[config.mk]
export PLATFORM = sky130hd
export DESIGN_NAME = fpadd_norm
export DESIGN_NICKNAME = d
export VERILOG_FILES = /design/src/rtl/fpadd_norm.sv
export SDC_FILE = /design/constraint.sdc
export NUM_CORES = 1
export LEC_CHECK = 0
export ABC_AREA = 1
export CORE_MARGIN = 1
export CORE_UTILIZATION = 50
export CTS_CLUSTER_DIAMETER = 50
export DETAILED_ROUTE_END_ITERATION = 6
export MAX_ROUTING_LAYER = met4
export PLACE_DENSITY_LB_ADDON = 0.2
export SETUP_SLACK_MARGIN = 0.4
export SLEW_MARGIN = 0
export SYNTH_ARGS = -nofsm -noshare
export SYNTH_HDL_FRONTEND = slang
export SYNTH_SLANG_ARGS = --single-unit
[constraint.sdc]
create_clock -name clk -period 3.21 [get_ports clk]
set_input_delay 0.8025 -clock clk [delete_from_list [all_inputs] [get_ports clk]]
set_output_delay 0.8025 -clock clk [all_outputs]
set_load 0.005 [all_outputs]
[src/rtl/fpadd_norm.sv]
// fpadd_norm: post-addition normalizer for the floating-point adder.
// Three-stage valid/ready pipeline: leading-zero count, barrel shift,
// exponent adjust and flags. Optional feature macro: FPADD_NORM_STICKY_EN
// (defined: sticky computed and carried in fR[0]; undefined: fR[0] tied 0).
module fpadd_norm #(
    parameter int wE = 4,
    parameter int wF = 5
) (
    input  logic          clk,
    input  logic          rst,
    input  logic          in_valid,
    output logic          in_ready,
    input  logic [wF+4:0] mS,
    input  logic [wE-1:0] eS,
    output logic          out_valid,
    input  logic          out_ready,
    output logic [wF+1:0] fR,
    output logic [wE-1:0] eR,
    output logic          zero,
    output logic          ovf,
    output logic          unf
);

    localparam int MW = wF + 5;            // significand width incl. carry
    localparam int ZW = $clog2(MW);        // leading-zero count width
    localparam int CW = (wE > ZW) ? wE : ZW;
    localparam logic [wE-1:0] E_OVF = {{(wE-1){1'b1}}, 1'b0};

    // One global advance: every stage moves together or holds together.
    logic adv;
    assign adv      = !out_valid || out_ready;
    assign in_ready = adv;

    // Leading zeros of the hidden-and-below field; MW-1 when the field is zero.
    function automatic logic [ZW-1:0] lzc(input logic [MW-2:0] v);
        logic [ZW-1:0] n;
        n = ZW'(MW - 1);
        for (int i = 0; i < MW - 1; i++)
            if (v[i]) n = ZW'(MW - 2 - i);
        return n;
    endfunction

    // ---------------- Stage 1: capture, classify, count zeros ----------------
    logic          s1_valid;
    logic [MW-1:0] s1_m;
    logic [wE-1:0] s1_e;
    logic          s1_carry;
    logic          s1_allz;
    logic [ZW-1:0] s1_z;

    // Stage-1 valid bit, cleared by reset.
    always_ff @(posedge clk) begin
        // NOTE: sequential state uses non-blocking assignment so all stages
        // sample the previous cycle's values regardless of block ordering.
        if (rst)      s1_valid <= 1'b0;
        else if (adv) s1_valid <= in_valid;
    end

    // Stage-1 data capture on advance.
    always_ff @(posedge clk) begin
        // NOTE: datapath registers carry no reset; a bubble's stale data is
        // masked by its valid bit and never reaches the rounder.
        if (adv) begin
            s1_m     <= mS;
            s1_e     <= eS;
            s1_carry <= mS[MW-1];
            s1_allz  <= (mS == '0);
            s1_z     <= lzc(mS[MW-2:0]);
        end
    end

    // ---------------- Stage 2: normalizing barrel shift ----------------
    logic [MW-1:0] sh;
    logic          lost;
    logic          sticky;
    logic          unused_bits;

    // Right shift by one on carry-out, otherwise log-stage left shift by z.
    always_comb begin
        // NOTE: every always_comb output gets a default first so no path
        // leaves it unassigned and infers a latch.
        sh   = s1_m;
        lost = 1'b0;
        if (s1_carry) begin
            sh   = s1_m >> 1;
            lost = s1_m[0];
        end else begin
            for (int k = 0; k < ZW; k++)
                if (s1_z[k]) sh = sh << (2 ** k);
        end
    end

`ifdef FPADD_NORM_STICKY_EN
    assign sticky      = (|sh[1:0]) | lost;
    assign unused_bits = ^sh[MW-1:MW-2];
`else
    assign sticky      = 1'b0;
    assign unused_bits = ^{sh[MW-1:MW-2], sh[1:0], lost};
`endif

    logic          s2_valid;
    logic [wF-1:0] s2_frac;
    logic          s2_guard;
    logic          s2_sticky;
    logic          s2_carry;
    logic          s2_allz;
    logic [ZW-1:0] s2_z;
    logic [wE-1:0] s2_e;

    // Stage-2 valid bit, cleared by reset.
    always_ff @(posedge clk) begin
        if (rst)      s2_valid <= 1'b0;
        else if (adv) s2_valid <= s1_valid;
    end

    // Stage-2 data capture on advance.
    always_ff @(posedge clk) begin
        if (adv) begin
            s2_frac   <= sh[wF+2:3];
            s2_guard  <= sh[2];
            s2_sticky <= sticky;
            s2_carry  <= s1_carry;
            s2_allz   <= s1_allz;
            s2_z      <= s1_z;
            s2_e      <= s1_e;
        end
    end

    // ---------------- Stage 3: exponent adjust and flags ----------------
    logic          n_zero, n_unf, n_ovf;
    logic [wE-1:0] n_e;
    logic [wF+1:0] n_f;

    // Flag priority zero > unf > ovf > normal; flagged results carry fR=0.
    always_comb begin
        n_zero = 1'b0;
        n_unf  = 1'b0;
        n_ovf  = 1'b0;
        n_e    = '0;
        n_f    = '0;
        if (s2_allz) begin
            n_zero = 1'b1;
        end else if (!s2_carry && (CW'(s2_z) >= CW'(s2_e))) begin
            n_unf = 1'b1;
        end else if (s2_carry && (s2_e == E_OVF)) begin
            n_ovf = 1'b1;
            n_e   = '1;
        end else begin
            n_f = {s2_frac, s2_guard, s2_sticky};
            n_e = s2_carry ? (s2_e + wE'(1)) : (s2_e - wE'(s2_z));
        end
    end

    // Output register: valid on every advance, data only for real beats.
    always_ff @(posedge clk) begin
        if (rst) begin
            out_valid <= 1'b0;
            zero      <= 1'b0;
            ovf       <= 1'b0;
            unf       <= 1'b0;
            fR        <= '0;
            eR        <= '0;
        end else if (adv) begin
            out_valid <= s2_valid;
            if (s2_valid) begin
                zero <= n_zero;
                ovf  <= n_ovf;
                unf  <= n_unf;
                fR   <= n_f;
                eR   <= n_e;
            end
        end
    end

endmodule

==> flow_summary.ini <==
[critical_path]
crit_top_cell = clkdlybuf4s50_1
worstSetupStartpointType = primary input
crit_path_cell_trace = clkdlybuf4s50_1, nor2_4, inv_2, clkdlybuf4s50_1
end_kind = output port
slowest_delay_ns = 0.50
reg2regPathDepth = 10
r2r_setup_slack_ns = 1.33
crit_path_top_delay_cell = clkdlybuf4s50_1
arrival_ns = 1.94
critPathMaxFanout = 4
r2r_end = fR[5]$_SDFFE_PP0P_
criticalPathCategory = in2out
rr_startpoint = s2_e[0]$_DFFE_PN_
cp.required_ns = 2.41

[timing]
hold_slack_ns = 0.4308
max_slew_margin_pct = 59.57
finalHoldViolCount = 0
period_minus_slack_ns = 2.746
final.setup.tns_ns = 0
slew_viol_final = 0
fmax_mhz = 364.1
period_share_pct = 85.56
layout_setup_ws_ns = 0.4635
tightest_slew_ns = 0.6046
setup_violations = 0
skew_ns = 0.008572
rsz0062_at_grt = no

[floorplan]
io_pins = 34
rows = 24
die_h_um = 69.86
initial_core_util_pct = 52.51
core_region_area_um2 = 4384
die_w_um = 69.86
die-area_um2 = 4880

[final_layout]
multiInputGateArea_um2 = 783.3
final_cell_mix = nand2_1, edfxtp_1, clkdlybuf4s50_1
regArea_um2 = 1371
num_antenna_cells = 0
final_nets = 291
syn_to_final_growth_pct = 22.12
final_common_cell = nand2_1
drive_gt1_share_pct = 9.738
nFillCells = 380
finalNonFillerCells = 319

[flow_run]
maxCapViolations = 0

[clock_tree]
clock-root-buffer = clkbuf_8
htreeDepth = 2
clock_path_buffers = 2
cts_made_buffers = 5
hold_buffers = 0
clock_latency_ns = 0.31
tritoncts = done
cts.clk_slew.worst_paths_ns = 0.09
clkSinkCount = 51

[placement]
dp.cells = 308
place_hpwl_um = 2891
gp_congestion = 0.8785
portBuffers = 32
post-place-ws_ns = 0.3646

[global_route]
grt_util_all_layers_pct = 18.86
antenna_found_initial = 0
grt_max_degree = 38
grt_pass1_wl_um = 6941
grt_overflow_total = 0
grt_pass1_vias = 1560

[synthesis]
ys_seq_area_share_pct = 59.57
yosys_warnings = 0
synth-seq-cells = 51
synth.distinct_cells = 33
syn_inst = 228
synthesis.area_um2 = 2302
synth.avg_cell_area_um2 = 10.10
syn-num-nets = 253

[drt]
routed_wl_um = 4152
num_vias = 1681
remaining_drc_errors = 0
drt-initial-drc-count = 106
via_per_inst = 5.270
wl_per_cell_um = 13.02
detail-route-antenna-nets = 0
first_pass_iters = 4

[worst_hold_path]
worstHoldPathCells = 0
hp-class = reg2reg
hp-start = s1_e[0]$_DFFE_PN_
whs_endpoint = s2_e[0]$_DFFE_PN_

[status]
outcome = completed

[power_and_ir_drop]
p_leak_nw = 1.101
power_w = 0.001434
max-vdd-ir-drop_mv = 0.3470
powerDensity_nw_per_um2 = 510.1
[metrics by stage]
step                      cell area, um^2  utilization [%]
after floorplan                      2302                -
after global placement               2664            60.76
after detailed placement             2664            60.76
after CTS                            2789            63.61
after global routing                 2811            64.13
final                                2811            64.13
[cell type report]
cell class              instances  share of cell area [%]
repair buffers                 36                   12.46
clock buffers                   7                   4.228
inverters                      31                   4.139
multi-input cells             141                   27.86
well taps                      52                   2.314
flip-flops and latches         51                   48.78
clock inverters                 1                  0.2225
[report_power, final]
part / internal, W / switching, W
combinational: 0.0000851 / 0.000102
sequential: 0.000752 / 0.0000290
clock: 0.000249 / 0.000218
total: 0.00109 / 0.000348
[critical path: cells and delay by family]
| family | cells | cell delay, ns |
|---|---|---|
| AND/OR/NAND/NOR | 1 | 0.06 |
| buffers and inverters | 3 | 1.08 |
[logic make-up after synthesis]
group	after synthesis	synth area share, %
DFF	51	59.57
buffers and inverters	36	6.413
other	1	0.1629
and+or+nand+nor	84	16.79
adders and majority gates	7	4.130
AOI/OAI and AO/OA	49	12.94
[what timing repair did]
item,CTS,global route
setup endpoints to repair,1,1
buffers inserted,0,3
resized for setup,1,0
hold endpoints to repair,0,0
pin swaps,0,1
[synthesized netlist by cell type]
cell type	n	area, um^2
nand2_2	4	25.02
a21boi_0	1	7.510
and3_4	1	11.26
buf_2	1	5.000
nand2_1	45	168.9
o21bai_1	1	7.510
a211oi_1	1	7.510
o21ai_0	10	50.05
o211ai_2	1	12.51
ha_1	6	75.07
edfxtp_1	35	1051
nand3_1	10	50.05
o22ai_1	2	12.51
a21oi_2	1	8.760
clkbuf_1	1	3.750
inv_1	29	108.9
conb_1	1	3.750
a21oi_1	22	110.1
o221ai_1	1	8.760
nor2_4	2	22.52
buf_4	3	22.52
nor3_1	1	5.000
o211ai_1	5	37.54
or2_2	1	6.260
dfxtp_1	16	320.3
nand4_1	8	50.05
a21oi_4	1	16.27
nor2_1	11	41.29
o21ai_1	2	10.01
inv_2	2	7.510
nor4_1	1	6.260
fa_1	1	20.02
o311ai_0	1	8.760
[per-layer routing]
| metal | vias up | wire length [um] | global-route usage, % |
|---|---|---|---|
| met2 | 44 | 2179 | 30.34 |
| met3 | 4 | 158 | 5.195 |
| li1 | 859 | - | - |
| met1 | 774 | 1783 | 22.07 |
| met5 | - | 0 | - |
| met4 | 0 | 30 | 8.667 |
[how the worst max path moves through the flow]
stage               from        to  depth (start not counted)
6_report       out_ready  in_ready                          4
5_1_grt        out_ready  in_ready                          4
4_1_cts        out_ready  in_ready                          4
3_5_place_dp   out_ready  in_ready                          4
3_3_place_gp   out_ready  in_ready                          4
2_1_floorplan  out_ready  in_ready                          2
[flip-flops by register name (all words and copies together) (netlist names), 4 cells and up]
name	count
s2_e	4
s1_e	4
s2_frac	5
s2_z	4
fR	6
s1_z	4
s1_m	9
eR	4
(Power assumes the default switching activity.)
